**config.mk**
```make
export PLATFORM = sky130hd
export DESIGN_NAME = pipe_engine_flat
export DESIGN_NICKNAME = d
export VERILOG_FILES = /design/src/rtl/pipe_engine_if.sv /design/src/rtl/pipe_engine.sv /design/src/flat_wrapper.sv
export SDC_FILE = /design/constraint.sdc
export NUM_CORES = 1
export LEC_CHECK = 0
export ABC_CLOCK_PERIOD_IN_PS = 2400
export CORE_MARGIN = 4
export CORE_UTILIZATION = 42
export DETAILED_ROUTE_END_ITERATION = 16
export PLACE_DENSITY = 0.64
export SLEW_MARGIN = 20
export SYNTH_ARGS = -nofsm -noshare
export SYNTH_HDL_FRONTEND = slang
export SYNTH_SLANG_ARGS = --single-unit
```
**constraint.sdc**
```tcl
create_clock -name clock -period 2.4 [get_ports clock]
set_input_delay 0.36 -clock clock [delete_from_list [all_inputs] [get_ports clock]]
set_output_delay 0.36 -clock clock [all_outputs]
set_load 0.005 [all_outputs]
```
**src/rtl/pipe_engine_if.sv**
```systemverilog
`default_nettype none
// ============================================================================
// pipe_engine_if
//   Game-side bundle between the bird controller / test harness and the pipe
//   engine: run request and bird row in, pipe playfield, game over and score out.
//   Rev 1.0 - initial release
// ============================================================================
interface pipe_engine_if;
  logic            enable;
  logic [7:0]      bird_row;
  logic [7:0][7:0] red_array;
  logic            game_over;
  logic [7:0]      score;

  modport master (
    output enable,
    output bird_row,
    input  red_array,
    input  game_over,
    input  score
  );

  modport slave (
    input  enable,
    input  bird_row,
    output red_array,
    output game_over,
    output score
  );
endinterface
`default_nettype wire

```
**src/rtl/pipe_engine.sv**
```systemverilog
`default_nettype none
// ============================================================================
// pipe_engine
//   Scrolling-pipe playfield for an 8x8 flappy-bird style game: pipe injection,
//   LFSR gap placement, column-0 collision detection and saturating score.
//   Rev 1.0 - initial release
// ============================================================================
module pipe_engine #(
  parameter int SCROLL_PERIOD = 25000000,
  parameter int PIPE_SPACING  = 4
) (
  input  wire logic    clock,
  input  wire logic    reset,
  pipe_engine_if.slave bus
);

  localparam int c_TICK_W = (SCROLL_PERIOD > 1) ? $clog2(SCROLL_PERIOD) : 1;
  localparam int c_SPC_W  = (PIPE_SPACING  > 1) ? $clog2(PIPE_SPACING)  : 1;

  localparam logic [c_TICK_W-1:0] c_TICK_LAST = c_TICK_W'(SCROLL_PERIOD - 1);
  localparam logic [c_SPC_W-1:0]  c_SPC_LAST  = c_SPC_W'(PIPE_SPACING - 1);
  localparam logic [7:0]          c_LFSR_SEED = 8'hA5;
  localparam logic [2:0]          c_GAP_MAX   = 3'd5;

  localparam logic [1:0] c_IDLE = 2'd0;
  localparam logic [1:0] c_RUN  = 2'd1;
  localparam logic [1:0] c_OVER = 2'd2;

  logic [1:0]          r_state;
  logic [1:0]          w_state_next;

  logic [7:0][7:0]     r_red_array;
  logic [7:0]          r_score;
  logic                r_game_over;
  logic [c_TICK_W-1:0] r_tick_cnt;
  logic [c_SPC_W-1:0]  r_spc_cnt;
  logic [7:0]          r_lfsr;

  logic                w_collide;
  logic                w_start;
  logic                w_clear;
  logic                w_advance;
  logic                w_tick;
  logic [2:0]          w_gap;
  logic [7:0]          w_pipe;
  logic [7:0]          w_new_col;
  logic                w_lfsr_fb;

  // Collision only matters while running; the FSM ignores it elsewhere.
  assign w_collide = |(r_red_array[0] & bus.bird_row);

  // ---------------------------------------------------------------- state reg
  always_ff @(posedge clock) begin
    if (reset) begin
      r_state <= c_IDLE;
    end else begin
      r_state <= w_state_next;
    end
  end

  // --------------------------------------------------------------- next state
  always_comb begin
    w_state_next = r_state;
    case (r_state)
      c_IDLE: begin
        if (bus.enable) begin
          w_state_next = c_RUN;
        end
      end
      c_RUN: begin
        if (!bus.enable) begin
          w_state_next = c_IDLE;
        end else if (w_collide) begin
          w_state_next = c_OVER;
        end
      end
      c_OVER: begin
        if (!bus.enable) begin
          w_state_next = c_IDLE;
        end
      end
      default: begin
        w_state_next = c_IDLE;
      end
    endcase
  end

  // ----------------------------------------------------------- FSM controls
  // w_advance excludes the collision cycle, so a coincident tick is dropped.
  always_comb begin
    w_start   = 1'b0;
    w_clear   = 1'b0;
    w_advance = 1'b0;
    case (r_state)
      c_IDLE: begin
        w_start = (w_state_next == c_RUN);
      end
      c_RUN: begin
        w_clear   = (w_state_next == c_IDLE);
        w_advance = (w_state_next == c_RUN);
      end
      c_OVER: begin
        w_clear = (w_state_next == c_IDLE);
      end
      default: begin
        w_clear = 1'b1;
      end
    endcase
  end

  assign w_tick = w_advance && (r_tick_cnt == c_TICK_LAST);

  // Gap row taken from the pre-shift LFSR, clamped so the 3-row gap fits.
  assign w_gap     = (r_lfsr[2:0] > c_GAP_MAX) ? c_GAP_MAX : r_lfsr[2:0];
  assign w_pipe    = ~(8'b0000_0111 << w_gap);
  assign w_new_col = (r_spc_cnt == '0) ? w_pipe : 8'h00;
  assign w_lfsr_fb = r_lfsr[7] ^ r_lfsr[5] ^ r_lfsr[4] ^ r_lfsr[3];

  // ----------------------------------------------------------------- datapath
  always_ff @(posedge clock) begin
    if (reset) begin
      r_red_array <= '0;
      r_score     <= 8'h00;
      r_game_over <= 1'b0;
      r_tick_cnt  <= '0;
      r_spc_cnt   <= '0;
      r_lfsr      <= c_LFSR_SEED;
    end else begin
      r_game_over <= (w_state_next == c_OVER);

      if (w_start) begin
        r_score    <= 8'h00;
        r_tick_cnt <= '0;
        r_spc_cnt  <= '0;
      end

      if (w_clear) begin
        r_red_array <= '0;
      end

      if (w_advance) begin
        if (w_tick) begin
          r_tick_cnt  <= '0;
          r_red_array <= {w_new_col, r_red_array[7:1]};
          r_lfsr      <= {r_lfsr[6:0], w_lfsr_fb};
          r_spc_cnt   <= (r_spc_cnt == c_SPC_LAST) ? '0 : r_spc_cnt + 1'b1;
          if ((r_red_array[0] != 8'h00) && (r_score != 8'hFF)) begin
            r_score <= r_score + 8'd1;
          end
        end else begin
          r_tick_cnt <= r_tick_cnt + 1'b1;
        end
      end
    end
  end

  assign bus.red_array = r_red_array;
  assign bus.game_over = r_game_over;
  assign bus.score     = r_score;

endmodule
`default_nettype wire

```
**src/flat_wrapper.sv**
```systemverilog
// flat-port wrapper written by rule: the top's interface ports become plain ports
module pipe_engine_flat 
#(
  parameter int SCROLL_PERIOD = 25000000,
  parameter int PIPE_SPACING  = 4
)
  (clock, reset, bus_enable, bus_bird_row, bus_red_array, bus_game_over, bus_score);
  pipe_engine_if bus_i ();
  input  wire logic clock;
  input  wire logic reset;
  input wire logic [$bits(bus_i.enable)-1:0] bus_enable;
  input wire logic [$bits(bus_i.bird_row)-1:0] bus_bird_row;
  output wire logic [$bits(bus_i.red_array)-1:0] bus_red_array;
  output wire logic [$bits(bus_i.game_over)-1:0] bus_game_over;
  output wire logic [$bits(bus_i.score)-1:0] bus_score;
  assign bus_i.enable = bus_enable;
  assign bus_i.bird_row = bus_bird_row;
  assign bus_red_array = bus_i.red_array;
  assign bus_game_over = bus_i.game_over;
  assign bus_score = bus_i.score;
  pipe_engine #(.SCROLL_PERIOD(SCROLL_PERIOD), .PIPE_SPACING(PIPE_SPACING)) u_core (.clock(clock), .reset(reset), .bus(bus_i));
endmodule
```
==> impl_metrics.ini <==
[synth]
portion_of_synthesized_cell_area_occupied_by_the_leading_cell_type = 0.437
syn-instance-count = 551
synthesis.yosys.warnings = 0
synth_edf_count = 0
synth.avg_cell_area_um2 = 9.16
synthFlopType = sky130_fd_sc_hd__dfxtp_1
netlist.top_cell.by_area = sky130_fd_sc_hd__dfxtp_1
synth.area.top_cells = sky130_fd_sc_hd__dfxtp_1 44%, sky130_fd_sc_hd__o32ai_1 9.9%, sky130_fd_sc_hd__nand2_1 6.3%
mappedNetlistNets = 570
synth_common_cells = 110 x sky130_fd_sc_hd__dfxtp_1, 85 x sky130_fd_sc_hd__nand2_1, 57 x sky130_fd_sc_hd__o32ai_1
syn_area_um2 = 5040
synth-seq-cells = 110
netlist_cell_types = 65
synth_most_common_cell = sky130_fd_sc_hd__dfxtp_1
yosysSeqAreaShare = 0.437
ys_async_sr_fraction = 0

[die]
ios = 84
floorplan.die_area_um2 = 13800
floorplan.rows = 39
die_width_um = 118
start_util = 0.436
chipHeight_um = 118
coreArea_um2 = 11600

[setup_path]
reg2reg_slack_ps = 160
worstSetupPathType = reg -> reg
rr_startpoint = u_core.r_tick_cnt[1]
critical_path_sink_type = flop
startpoint = u_core.r_tick_cnt[1]
setup.worst_path.start_class = flop
reg2regPathDepth = 7
timing.critical_path.cells = ha_1 -> and3_1 -> nand4_1 -> or2_2 -> o32ai_4 -> a311o_2 -> o22ai_2
critical_path_required_ps = 2620
path_max_fanout = 8
cp.arrival_ps = 2460
critPathMaxStageDelay_ps = 380
cell_type_of_the_slowest_stage_on_the_worst_timing_path = sky130_fd_sc_hd__dfxtp_1
crit_end = u_core.bus.red_array[57]
worstReg2RegEnd = u_core.bus.red_array[57]

[timing]
timing_worst_slew_pin_value_ps = 654
slew_viol_final = 0
total_negative_slack_for_setup_checks_ps = 0
report.final.hold_viol_count = 0
min_period_ps = 2240
max_freq_mhz = 447
worst_slew_margin_rel = 0.561
setup_viol = 0
rsz_0062_raised_after_global_routing = no
final_min_period_over_clock_period = 0.932
timing.clock.skew_ps = 10.1

[cts]
cts_tree = built
cts_buffers = 9
htreeDepth = 3
worst_setup_hold_path_clk_slew_ps = 80
cts_root_buffer = sky130_fd_sc_hd__clkbuf_16
clk_path_buf_depth = 2
clkLatencyLatePin_ps = 360
ctsHoldBuffers = 0
clock_sinks = 110

[routing]
vias_per_cell = 5.75
wire_per_inst_um = 16.4
postRouteAntennaNets = 0
detail_route.first_pass.iterations = 4
drc = 0
detail_route.wirelength_mm = 12.9
num_vias = 4522
drt_iter0_markers = 361

[outcome]
outcome = finished, final reports clean

[global_route]
first_global_vias = 4213
antenna_violations_before_repair = 0
grt_usage = 0.185
global_route_overflow = 0
grt_first_pass_wirelength_mm = 21.3
grt_start_max_net_pins = 60

[cells_and_area]
diodes = 0
layout-drive-gt1-share = 0.126
post_route_cell_area_um2 = 6480
syn_to_final_growth_pct = 28.5
num-nets-final = 657

[power]
vdd.ir_drop.worst_mv = 0.425
total_leakage_power_uw = 0.00226
cellPowerDensity_nw_per_um2 = 560
total_power_draw_uw = 3630

[placed_design]
dpl-instance-area_um2 = 6150
port_buffers = 83
globalplace.congestion = 0.857
hpwlAfterDp_mm = 9.18

[worst_hold_path]
holdCritPathClass = reg -> reg
holdPathStages = 2

[job]
max_cap_violations = 0
## worst max-delay path: cells and delay by family, from the launching register on
| kind | cells | cell delay [ps] |
|---|---|---|
| adder cells (fa/ha/maj) | 1 | 220 |
| flip-flops | 1 | 380 |
| AND/OR/NAND/NOR | 3 | 760 |
| AO/OA/AOI/OAI | 3 | 730 |
## through the flow
step                std cells  utilization  setup WS, ps  hold slack [ps]
floorplan                 551            -           285              441
global placement          770        0.532         -54.8              452
detailed placement        770        0.532          -147              470
CTS                       786        0.559          35.6              490
global route              786        0.560          8.78              520
finish                    786        0.560           162              487
## where the power goes
part,internal (µW),switching [µW],leakage [µW],total (µW)
sequential,1830,3.98,0.000886,1830
clock,831,719,0.000147,1550
combinational,92.7,153,0.00123,246
total,2750,877,0.00226,3630
## final cells by class
| cell class | count | area (µm²) |
|---|---|---|
| repair buffers | 111 | 1130 |
| well taps | 143 | 179 |
| fillers | 1064 | 5080 |
| inverters | 28 | 105 |
| multi-input cells | 378 | 2560 |
| clock inverters | 6 | 77.6 |
| flip-flops and latches | 110 | 2200 |
| clock buffers | 10 | 229 |
## layer usage
layer  vias to the layer above  GRT usage  part of all wire
li1                       2239          -                 -
met1                      2143      0.248              0.46
met2                       130      0.293              0.46
met3                        10     0.0548             0.063
met4                         0     0.0498             0.011
met5                         -          0                 0
## worst min path at each step
stage                                   startpoint                       end  slack [ps]
after detailed placement          u_core.r_lfsr[6]          u_core.r_lfsr[7]         470
after global routing      u_core.bus.red_array[61]  u_core.bus.red_array[53]         520
after CTS                         u_core.r_lfsr[6]          u_core.r_lfsr[7]         490
after floorplan                   u_core.r_lfsr[6]          u_core.r_lfsr[7]         440
after global placement            u_core.r_lfsr[6]          u_core.r_lfsr[7]         450
final                             u_core.r_lfsr[6]          u_core.r_lfsr[7]         490
## sequential cells by signal (all words and copies together) (netlist names)
signal,cells
u_core.r_tick_cnt,25
u_core.r_lfsr,8
u_core.r_state,2
u_core.bus.game_over,1
u_core.bus.score,8
u_core.r_spc_cnt,2
u_core.bus.red_array,64
## placed cells by master, fill, tap and decap left out, types with 3 or more instances in the layout
master                            netlist  layout
sky130_fd_sc_hd__nand3_1                9       9
sky130_fd_sc_hd__o22ai_2               10      10
sky130_fd_sc_hd__a22oi_1                4       4
sky130_fd_sc_hd__or4_1                  4       4
sky130_fd_sc_hd__nand2_1               85      85
sky130_fd_sc_hd__or2_2                  3       3
sky130_fd_sc_hd__and3_1                14      13
sky130_fd_sc_hd__clkbuf_16              0       9
sky130_fd_sc_hd__nor3_1                10      10
sky130_fd_sc_hd__nand2b_1               8       8
sky130_fd_sc_hd__o32ai_1               57      57
sky130_fd_sc_hd__dfxtp_1              110     109
sky130_fd_sc_hd__buf_4                  2      21
sky130_fd_sc_hd__inv_1                 28      27
sky130_fd_sc_hd__mux2i_1                7       7
sky130_fd_sc_hd__o21ai_1                8       8
sky130_fd_sc_hd__a22o_1                 8       8
sky130_fd_sc_hd__buf_12                 0       7
sky130_fd_sc_hd__nand4_1               11      11
sky130_fd_sc_hd__and2_1                 4       4
sky130_fd_sc_hd__clkdlybuf4s50_1        0      83
sky130_fd_sc_hd__xor2_1                 5       5
sky130_fd_sc_hd__ha_1                   8       6
sky130_fd_sc_hd__a21o_1                 7       7
sky130_fd_sc_hd__nor4_1                 5       5
sky130_fd_sc_hd__o211ai_1               5       5
sky130_fd_sc_hd__xnor2_1                6       6
sky130_fd_sc_hd__a21oi_1                9       9
sky130_fd_sc_hd__nor2_1                26      26
sky130_fd_sc_hd__a2111oi_0              3       3
sky130_fd_sc_hd__o21ai_0               23      22
## cell families (layout without fill, tap and decap cells)
logic type,count (synthesis),after routing,share of synthesized area
xor gates and xnor gates,11,11,0.0191
AOI/OAI and AO/OA,152,152,0.245
adders and majority gates,8,8,0.0198
and+or+nand+nor,199,199,0.201
muxes,8,8,0.0169
DFF,110,110,0.437
buffers and inverters,63,155,0.0625
## timing repair
action	CTS	global route
setup endpoints to repair	2	68
resized for setup	1	6
setup buffers	0	0
Note: power is estimated with default switching activity, not from simulation.
